<file path="src/rtl/uart_cmd_decoder_pkg.sv">
// Shared definitions for the UART command decoder and the register slaves it writes:
// frame FSM encoding, default frame delimiters and the register address map.
package uart_cmd_decoder_pkg;

  typedef enum logic [2:0] {
    ST_IDLE,
    ST_ADDR,
    ST_DATA_H,
    ST_DATA_L,
    ST_CHK,
    ST_TAIL
  } state_t;

  localparam logic [7:0]  HEADER_DEFAULT  = 8'hAA;
  localparam logic [7:0]  TAIL_DEFAULT    = 8'h55;
  localparam logic [31:0] TIMEOUT_DEFAULT = 32'd2_500_000;

  // Register map shared by the decoder and every m_wr consumer
  localparam logic [7:0] DDS_En          = 8'd6;
  localparam logic [7:0] DDS_Fword_H     = 8'd7;
  localparam logic [7:0] DDS_Fword_L     = 8'd8;
  localparam logic [7:0] DDS_Pword       = 8'd9;
  localparam logic [7:0] DDS_S_Cnt_Max_L = 8'd10;
  localparam logic [7:0] DDS_S_Cnt_Max_H = 8'd11;
  localparam logic [7:0] DDS_Sample_En   = 8'd12;
  localparam logic [7:0] time_count      = 8'd13;

  // 8-bit wrap-around sum of the three payload bytes
  function automatic logic [7:0] frame_chk(input logic [7:0] addr,
                                           input logic [7:0] data_h,
                                           input logic [7:0] data_l);
    return addr + data_h + data_l;
  endfunction

endpackage

</file>
<file path="src/rtl/frame_timeout.sv">
// Inter-byte gap counter: cleared by clr, counts while en, flags the cycle it sits at TIMEOUT-1.
module frame_timeout #(
  parameter logic [31:0] TIMEOUT = 32'd2_500_000
) (
  input  logic Clk,
  input  logic Rst_n,
  input  logic clr,
  input  logic en,
  output logic tc
);

  logic [31:0] cnt;

  // NOTE: sequential state uses non-blocking assignments so every flop samples pre-edge values.
  always_ff @(posedge Clk or negedge Rst_n) begin
    if (!Rst_n)      cnt <= '0;
    else if (clr)    cnt <= '0;
    else if (en)     cnt <= cnt + 32'd1;
  end

  assign tc = en && !clr && (cnt == TIMEOUT - 32'd1);

endmodule

</file>
<file path="src/rtl/uart_cmd_decoder.sv">
// Parses HEADER/ADDR/DATA_H/DATA_L/CHK/TAIL frames from the UART byte stream and
// issues one registered write per accepted frame; rejected frames pulse Frame_Err.
module uart_cmd_decoder
  import uart_cmd_decoder_pkg::*;
#(
  parameter logic [7:0]  HEADER  = HEADER_DEFAULT,
  parameter logic [7:0]  TAIL    = TAIL_DEFAULT,
  parameter logic [31:0] TIMEOUT = TIMEOUT_DEFAULT
) (
  input  logic        Clk,
  input  logic        Rst_n,
  input  logic [7:0]  Rx_Byte,
  input  logic        Rx_Done,
  output logic        m_wr,
  output logic [7:0]  m_addr,
  output logic [15:0] m_wrdata,
  output logic        Frame_Err,
  output logic        Busy
);

  state_t     state, state_nxt;
  logic       wr_nxt, err_nxt;
  logic       tc;
  logic [7:0] addr_sh, data_h_sh, data_l_sh;

  frame_timeout #(.TIMEOUT(TIMEOUT)) u_timeout (
    .Clk   (Clk),
    .Rst_n (Rst_n),
    .clr   (Rx_Done || (state == ST_IDLE)),
    .en    (state != ST_IDLE),
    .tc    (tc)
  );

  always_ff @(posedge Clk or negedge Rst_n) begin
    if (!Rst_n) state <= ST_IDLE;
    else        state <= state_nxt;
  end

  // A byte arriving on the terminal-count cycle takes priority over the timeout.
  always_comb begin
    // NOTE: defaults first so every path assigns every signal and no latch is inferred.
    state_nxt = state;
    wr_nxt    = 1'b0;
    err_nxt   = 1'b0;
    if (Rx_Done) begin
      case (state)
        ST_IDLE:   if (Rx_Byte == HEADER) state_nxt = ST_ADDR;
        ST_ADDR:   state_nxt = ST_DATA_H;
        ST_DATA_H: state_nxt = ST_DATA_L;
        ST_DATA_L: state_nxt = ST_CHK;
        ST_CHK: begin
          if (Rx_Byte == frame_chk(addr_sh, data_h_sh, data_l_sh)) begin
            state_nxt = ST_TAIL;
          end else begin
            state_nxt = ST_IDLE;
            err_nxt   = 1'b1;
          end
        end
        ST_TAIL: begin
          state_nxt = ST_IDLE;
          if (Rx_Byte == TAIL) wr_nxt  = 1'b1;
          else                 err_nxt = 1'b1;
        end
        default:   state_nxt = ST_IDLE;
      endcase
    end else if (tc) begin
      state_nxt = ST_IDLE;
      err_nxt   = 1'b1;
    end
  end

  // NOTE: shadow registers are reset too, so a frame cut short by reset cannot leak stale payload.
  always_ff @(posedge Clk or negedge Rst_n) begin
    if (!Rst_n) begin
      addr_sh   <= '0;
      data_h_sh <= '0;
      data_l_sh <= '0;
    end else if (Rx_Done) begin
      case (state)
        ST_ADDR:   addr_sh   <= Rx_Byte;
        ST_DATA_H: data_h_sh <= Rx_Byte;
        ST_DATA_L: data_l_sh <= Rx_Byte;
        default:   ;
      endcase
    end
  end

  always_ff @(posedge Clk or negedge Rst_n) begin
    if (!Rst_n) begin
      m_wr      <= 1'b0;
      m_addr    <= '0;
      m_wrdata  <= '0;
      Frame_Err <= 1'b0;
      Busy      <= 1'b0;
    end else begin
      m_wr      <= wr_nxt;
      Frame_Err <= err_nxt;
      Busy      <= (state_nxt != ST_IDLE);
      if (wr_nxt) begin
        m_addr   <= addr_sh;
        m_wrdata <= {data_h_sh, data_l_sh};
      end
    end
  end

endmodule

</file>
<file path="config.mk">
export PLATFORM = sky130hd
export DESIGN_NAME = uart_cmd_decoder
export DESIGN_NICKNAME = d
export VERILOG_FILES = /design/src/rtl/uart_cmd_decoder_pkg.sv /design/src/rtl/frame_timeout.sv /design/src/rtl/uart_cmd_decoder.sv
export SDC_FILE = /design/constraint.sdc
export NUM_CORES = 1
export LEC_CHECK = 0
export ABC_AREA = 0
export BUFFER_PORTS_ARGS = -buffer_cell sky130_fd_sc_hd__buf_2
export CAP_MARGIN = 10
export CORE_ASPECT_RATIO = 1.75
export CORE_MARGIN = 5
export CORE_UTILIZATION = 35
export CTS_CLUSTER_SIZE = 20
export DETAILED_ROUTE_END_ITERATION = 8
export PLACE_DENSITY = 0.51
export SYNTH_ARGS = -nofsm -noshare
export SYNTH_HDL_FRONTEND = slang
export SYNTH_SLANG_ARGS = --single-unit
</file>
<file path="constraint.sdc">
create_clock -name Clk -period 2.57 [get_ports Clk]
set_input_delay 0.514 -clock Clk [delete_from_list [all_inputs] [get_ports Clk]]
set_output_delay 0.514 -clock Clk [all_outputs]
set_load 0.1 [all_outputs]
</file>
==> impl_metrics.csv, run 1 <==
group,metric,value,unit
power_and_ir_drop,power_switching_share,0.3698,
final_layout,final_nets,431,
routing,final_antenna_net_count,0,
critical_path,timing_worst_setup_path_type,"reg2reg",
critical_path,worstSetupStartpoint,"addr_sh[1]$_DFFE_PN0P_",
power_and_ir_drop,vdd_ir_drop_max,0.0009632,V
critical_path,crit_path_end_kind,"register",
timing,max_freq,363.5,MHz
routing,route.met3.wl,281,um
critical_path,cp_data_required_time,2.83,ns
critical_path,startpoint_type,"register",
place,place.gp.congestion,0.7630,
critical_path,setup.reg_to_reg.worst_slack,-0.18,ns
floorplanning,core-area,11940,um2
critical_path,critical_path_peak_fanout,3,
final_layout,synthToLayoutAreaGrowth,19.56,%
synth,ys.flop_type,"sky130_fd_sc_hd__dfrtp_1",
clock_tree,cts.sinks,86,
synth,post_synth_inst_count,347,
routing,uppermost_routed_layer,"met4",
synth,synthesized_area_divided_by_synthesized_cell_count,12.21,um2
floorplanning,die-area,14490,um2
timing,setup_viol,4,
final_layout,drive_gt1_frac,0.3220,
floorplanning,floorplan.initialDensity,0.3548,
run_status,outcome,"complete, but fails checks",
power_and_ir_drop,share_seq_of_total_power,0.308,
timing,maxSlewViolCount,0,
critical_path,worst_path_largest_cell_delay,0.55,ns
grt,grt_antenna_before_repair,0,
timing,timing.final.crit_share,1.071,
grt,globalRoute.totalOverflow,0,
clock_tree,tritoncts,"done",
routing,num_vias,2772,
timing,rsz0062_at_grt,"yes",
place,io_buffers,37,
power_and_ir_drop,p_leak,0.002367,uW
synth,ys_seq_area_frac,0.5081,
routing,route.detailed.vias_per_inst,5.058,
clock_tree,cts-htree-levels,3,
routing,drt_iter0_markers,68,
power_and_ir_drop,power.density_cell_area,1186,nW/um2
synth,ys_seq_elements,86,
power_and_ir_drop,clock_power_share,0.228,
grt,global_route.usage.total,0.1386,
timing,period_minus_slack,2.751,ns
power_and_ir_drop,switchingPower,2220,uW
timing,timing_worst_slew_pin_value,0.6343,ns
floorplanning,die-height,155.5,um
final_layout,commonest_cells_after_routing_fill_and_taps_aside,"86 x sky130_fd_sc_hd__dfrtp_1, 38 x sky130_fd_sc_hd__mux2_2, 36 x sky130_fd_sc_hd__buf_2, 31 x sky130_fd_sc_hd__nor2_1, 24 x sky130_fd_sc_hd__xnor2_1",
synth,synth_warn,0,
critical_path,cp_cell_sequence,"fa_1 > ha_2 > fa_2 > xor2_1 > nor4_2 > nand4_1 > or4_4 > nand3_2",
routing,drt_pre_antenna_iters,4,
routing,drc_markers,0,
critical_path,critical_path_arrival,3.01,ns
routing,wire_length_per_cell,16.54,um
clock_tree,clock_slew_at_the_register_clock_pins_of_the_worst_setup_and_hold_paths,0.07,ns
timing,hold-worst-slack,0.4831,ns
synth,synth_cell_types,43,
synth,ys_top_cells_by_area,"sky130_fd_sc_hd__dfrtp_1 51%, sky130_fd_sc_hd__mux2_2 10%, sky130_fd_sc_hd__xnor2_1 5.0%, sky130_fd_sc_hd__fa_1 3.8%, sky130_fd_sc_hd__xor2_1 3.7%",
synth,share_of_synthesized_flip_flops_with_an_asynchronous_set_or_reset,1.000,
grt,pin_count_of_the_biggest_net_entering_global_routing,48,
timing,finalHoldViolCount,0,
synth,synth_enable_flop_cells,0,
synth,yosys.area.top_type_share,0.5081,
synth,synth_nets,373,
clock_tree,cts.root.buffer_cell,"sky130_fd_sc_hd__clkbuf_16",
critical_path,timing.critical_path.buf_inv,0,
place,dp.final_hpwl,6605,um
power_and_ir_drop,internal_power,3785,uW
run_status,failed_checks,"setup timing",
routing,routedLengthMet1,3522,um
critical_path,beginning_of_the_worst_register_to_register_path,"addr_sh[1]$_DFFE_PN0P_",
clock_tree,clockBufferDepth,2,
timing,max_slew_margin,0.5771,
floorplanning,io_pins,38,
critical_path,crit_family,"adder cells",
floorplanning,rows,53,
floorplanning,die_width,93.16,um
hold_path,min_path_type,"reg2reg",
hold_path,holdCritStartpoint,"m_wrdata[3]$_DFFE_PN0P_",
critical_path,critical-path-slowest-cell,"sky130_fd_sc_hd__fa_1",
grt,grt_pass1_vias,3156,
timing,worst_clock_skew,0.008581,ns
grt,grt_pass1_wl,15680,um
final_layout,fin_util,0.4242,
routing,drt-total-wl,9065,um
flow_run,cap_violations,0,
synth,synth_largest_area_cell,"sky130_fd_sc_hd__dfrtp_1",
final_layout,final_common_cell,"sky130_fd_sc_hd__dfrtp_1",
clock_tree,numCtsBuffers,9,
synth,synthesis.area,4235,um2
power_and_ir_drop,comb_power_share,0.464,
clock_tree,worst_skew_pair_latency,0.34,ns
timing,fin_worst_setup_slack,-0.1814,ns
routing,met2_length,5037,um
final_layout,n_fill_cell,1158,
-- worst paths after layout --
kind | to | depth (start not counted)
setup / recovery | state[2]$_DFF_PN0_ | 8
hold / removal | m_wrdata[3]$_DFFE_PN0P_ | 1
setup reg to reg | state[2]$_DFF_PN0_ | 8
hold reg to reg | m_wrdata[3]$_DFFE_PN0P_ | 1
max in group asynchronous | m_wrdata[13]$_DFFE_PN0P_ | 3
min in group asynchronous | u_timeout.cnt[7]$_DFFE_PN0P_ | 2
-- cells by family after synthesis --
logic type               count (synthesis)  synth area share
AO/OA/AOI/OAI                           22           0.02836
buffers and inverters                   17           0.02245
adder cells (fa/ha/maj)                 15           0.05849
AND/OR/NAND/NOR                        116            0.1657
flip-flops                              86            0.5081
multiplexers                            49            0.1300
XOR/XNOR                                42           0.08685
-- flip-flops by register name, indices dropped and copies added, names as in the netlist --
| signal | cells |
|---|---|
| data_l_sh | 8 |
| m_wrdata | 16 |
| m_addr | 8 |
| state | 3 |
| data_h_sh | 8 |
| Frame_Err | 1 |
| u_timeout.cnt | 32 |
| addr_sh | 8 |
| Busy | 1 |
| m_wr | 1 |
-- synth_stat cells (3+ instances only) --
master                      n
sky130_fd_sc_hd__dfrtp_1   86
sky130_fd_sc_hd__mux2_2    38
sky130_fd_sc_hd__nor2_1    31
sky130_fd_sc_hd__xnor2_1   24
sky130_fd_sc_hd__xor2_1    18
sky130_fd_sc_hd__nand2_1   17
sky130_fd_sc_hd__nand3_1   14
sky130_fd_sc_hd__a21oi_1   11
sky130_fd_sc_hd__mux2_1    10
sky130_fd_sc_hd__and3_1     8
sky130_fd_sc_hd__fa_1       8
sky130_fd_sc_hd__ha_1       7
sky130_fd_sc_hd__nor3_1     6
sky130_fd_sc_hd__o21ai_0    6
sky130_fd_sc_hd__clkbuf_1   5
sky130_fd_sc_hd__inv_1      5
sky130_fd_sc_hd__nand4_1    5
sky130_fd_sc_hd__nor4_1     5
sky130_fd_sc_hd__and2_1     4
sky130_fd_sc_hd__or3_1      4
sky130_fd_sc_hd__buf_6      3
sky130_fd_sc_hd__nor4_2     3
-- timing repair --
item	CTS	global route
setup endpoints to repair	4	4
pin swaps	6	4
buffers inserted	3	3
gates resized for setup	2	4
hold buffers	1	0
endpoints found under the hold margin	7	0
-- cell type report --
type,count,area [um2],share of cell area
Sequential cell,86,2152,0.4250
Antenna cell,1,2.502,0.0004942
Clock inverter,6,76.32,0.01507
Timing Repair Buffer,59,380.4,0.07512
Tap cell,137,171.4,0.03385
Inverter,5,18.77,0.003706
Multi-Input combinational cell,244,2023,0.3996
Clock buffer,10,239.0,0.04720
-- metal layers --
metal | track usage | vias to the layer above
met5 | 0 | -
met4 | 0.06429 | 0
met3 | 0.02854 | 15
met2 | 0.2506 | 39
met1 | 0.1534 | 1383
li1 | - | 1335
-- power groups by stage --
stage	clock [uW]	sequential (uW)	combinational, uW
2_1_floorplan	0	1860	1800
3_3_place_gp	0	1870	2460
3_5_place_dp	0	1880	2520
4_1_cts	1420	1850	2670
5_1_grt	1470	1890	3110
6_report	1370	1850	2790
-- metrics by stage --
stage          setup TNS (ns)  instances  cell area, um2  worst slack (ns)  power, uW
5_1_grt                -1.107        547            5061           -0.3136       6478
6_report              -0.5431        548            5064           -0.1814       6005
3_5_place_dp          -0.8082        526            4679           -0.2346       4401
4_1_cts               -0.7432        545            5025           -0.2325       5937
3_3_place_gp          -0.5917        526            4679           -0.1793       4328
2_1_floorplan         -0.1768        347            4244          -0.06408       3665
(Power assumes the default switching activity.)
==> inputs of run 2 (changes only) <==
--- a/config.mk
+++ b/config.mk
@@ -11,6 +11,7 @@
 export CORE_ASPECT_RATIO = 1.75
 export CORE_MARGIN = 5
 export CORE_UTILIZATION = 35
+export CTS_BUF_LIST = sky130_fd_sc_hd__clkbuf_8
 export CTS_CLUSTER_SIZE = 20
 export DETAILED_ROUTE_END_ITERATION = 8
 export PLACE_DENSITY = 0.51
==> impl_metrics.csv, run 2 (synthesis results as in run 1) <==
group,metric,value,unit
run_status,outcome,"complete, but fails checks",
run_status,failed_checks,"setup timing",
clock_tree,cts.sinks,86,
floorplanning,die_width,93.16,um
place,placedInstanceArea,4679,um2
critical_path,crit_path_end_kind,"register",
place,dp.final_hpwl,6605,um
flow_run,cap_violations,0,
place,place.detailed.instances,526,
critical_path,startpoint_type,"register",
power_and_ir_drop,power.density_cell_area,1140,nW/um2
clock_tree,tritoncts,"done",
floorplanning,die-area,14490,um2
routing,drc_markers,0,
final_layout,final_nets,431,
power_and_ir_drop,vdd_ir_drop_max,0.0009620,V
floorplanning,io_pins,38,
clock_tree,cts-htree-levels,3,
routing,drt_pre_antenna_iters,4,
critical_path,beginning_of_the_worst_register_to_register_path,"addr_sh[1]$_DFFE_PN0P_",
routing,drt_iter0_markers,86,
grt,grt_pass1_vias,3139,
hold_path,holdCritStartpoint,"Rx_Byte[5]",
routing,num_vias,2759,
final_layout,largest_reg_flops,32,
final_layout,commonest_cells_after_routing_fill_and_taps_aside,"86 x sky130_fd_sc_hd__dfrtp_1, 38 x sky130_fd_sc_hd__mux2_2, 36 x sky130_fd_sc_hd__buf_2, 31 x sky130_fd_sc_hd__nor2_1, 24 x sky130_fd_sc_hd__xnor2_1",
final_layout,synthToLayoutAreaGrowth,17.16,%
hold_path,min_delay_worst_endpoint,"addr_sh[5]$_DFFE_PN0P_",
floorplanning,die-height,155.5,um
critical_path,critical_path_arrival,3.06,ns
grt,globalRoute.totalOverflow,0,
grt,grt_antenna_before_repair,0,
clock_tree,numCtsBuffers,9,
power_and_ir_drop,p_leak,0.002321,uW
final_layout,finalNonFillerCells,548,
clock_tree,worst_skew_pair_latency,0.37,ns
grt,grt_pass1_wl,15650,um
timing,max_slew_margin,0.5775,
clock_tree,cts.root.buffer_cell,"sky130_fd_sc_hd__clkbuf_8",
critical_path,critical_path_peak_fanout,3,
clock_tree,clock_slew_at_the_register_clock_pins_of_the_worst_setup_and_hold_paths,0.09,ns
timing,timing.final.crit_share,1.074,
critical_path,timing_worst_setup_path_type,"reg2reg",
timing,setup_viol,4,
place,place.gp.congestion,0.7630,
timing,worst_clock_skew,0.01216,ns
floorplanning,core-area,11940,um2
final_layout,layout.cell_area.non_filler,4962,um2
critical_path,r2r_end,"state[0]$_DFF_PN0_",
place,io_buffers,37,
final_layout,n_fill_cell,1173,
hold_path,min_path_type,"in2reg",
clock_tree,clockBufferDepth,2,
grt,global_route.usage.total,0.1382,
final_layout,reg.largest.list,"u_timeout.cnt x32, m_wrdata x16",
hold_path,worstHoldPathCells,2,
routing,drt-total-wl,9006,um
floorplanning,floorplan.initialDensity,0.3548,
timing,finalHoldViolCount,0,
grt,pin_count_of_the_biggest_net_entering_global_routing,48,
timing,fin_worst_setup_slack,-0.1896,ns
final_layout,multi_input_comb_area,2023,um2
floorplanning,rows,53,
final_layout,final_common_cell,"sky130_fd_sc_hd__dfrtp_1",
timing,period_minus_slack,2.760,ns
critical_path,worst-r2r-cell-count,8,
timing,maxSlewViolCount,0,
routing,final_antenna_net_count,0,
final_layout,area_of_all_sequential_standard_cells,2152,um2
routing,route.detailed.vias_per_inst,5.035,
final_layout,largest_register,"u_timeout.cnt",
timing,max_freq,362.4,MHz
routing,wire_length_per_cell,16.43,um
critical_path,setup.reg_to_reg.worst_slack,-0.19,ns
timing,tns,-0.5798,ns
critical_path,cp_data_required_time,2.87,ns
timing,rsz0062_at_grt,"yes",
timing,timing_worst_slew_pin_value,0.6337,ns
final_layout,drive_gt1_frac,0.3220,
-- run 2: cell counts in the layout (fill, tap and decap cells not counted) --
No cell type changed its count.
-- run 2: routing by layer --
metal  global-route usage  up-vias  routed length, um
li1                     -     1334                  -
met1               0.1535     1378               3553
met2               0.2485       38               5061
met3              0.03628        9                228
met4              0.05451        0                164
met5                    0        -                  0
-- run 2: timing repair --
item                                    in CTS  in global routing
buffers inserted                             3                  3
hold endpoints to repair                     7                  0
pin swaps                                    6                  4
endpoints found under the setup margin       4                  4
resized for setup                            2                  4
hold buffers                                 1                  0
-- run 2: report_power, final --
| part | internal, uW | switching, uW | leakage (uW) | total (uW) |
|---|---|---|---|---|
| combinational | 1390 | 1390 | 0.00107 | 2790 |
| clock | 493 | 532 | 0.000109 | 1030 |
| sequential | 1590 | 253 | 0.00114 | 1850 |
-- run 2: worst max-delay path by stage --
| stage | startpoint | endpoint | slack (ns) | depth (start not counted) |
|---|---|---|---|---|
| floorplan | addr_sh[1]$_DFFE_PN0P_ | state[2]$_DFF_PN0_ | -0.06 | 9 |
| global placement | addr_sh[1]$_DFFE_PN0P_ | state[2]$_DFF_PN0_ | -0.18 | 8 |
| detailed placement | addr_sh[1]$_DFFE_PN0P_ | state[2]$_DFF_PN0_ | -0.23 | 8 |
| CTS | addr_sh[1]$_DFFE_PN0P_ | state[2]$_DFF_PN0_ | -0.24 | 8 |
| global route | addr_sh[1]$_DFFE_PN0P_ | state[0]$_DFF_PN0_ | -0.32 | 8 |
| finish | addr_sh[1]$_DFFE_PN0P_ | state[0]$_DFF_PN0_ | -0.19 | 8 |
-- run 2: layout make-up --
class,count,area share
clock inverter,6,0.01538
multi-input combinational,244,0.4077
timing repair buffer,59,0.07665
clock buffer,10,0.02774
antenna,1,0.0005043
tap,137,0.03454
inverter,5,0.003782
sequential,86,0.4337
-- run 2: worst max-delay path: stages (launching register included) --
cell and delay [ns]:
sky130_fd_sc_hd__dfrtp_1 0.41, sky130_fd_sc_hd__fa_1 0.55, sky130_fd_sc_hd__ha_2 0.20, sky130_fd_sc_hd__fa_2 0.44, sky130_fd_sc_hd__xor2_1 0.16, sky130_fd_sc_hd__nor4_2 0.15, sky130_fd_sc_hd__nand4_1 0.15, sky130_fd_sc_hd__or4_4 0.55
sky130_fd_sc_hd__nand2_1 0.08
-- run 2: per-stage QoR --
step	util	hold WS [ns]	power (uW)	setup slack [ns]
after detailed placement	0.3920	0.3599	4401	-0.2346
after global placement	0.3920	0.3599	4328	-0.1793
after global routing	0.4155	0.4581	6135	-0.3226
after floorplan	-	0.2184	3665	-0.06408
after CTS	0.4125	0.4502	5583	-0.2412
final	0.4157	0.4730	5657	-0.1896
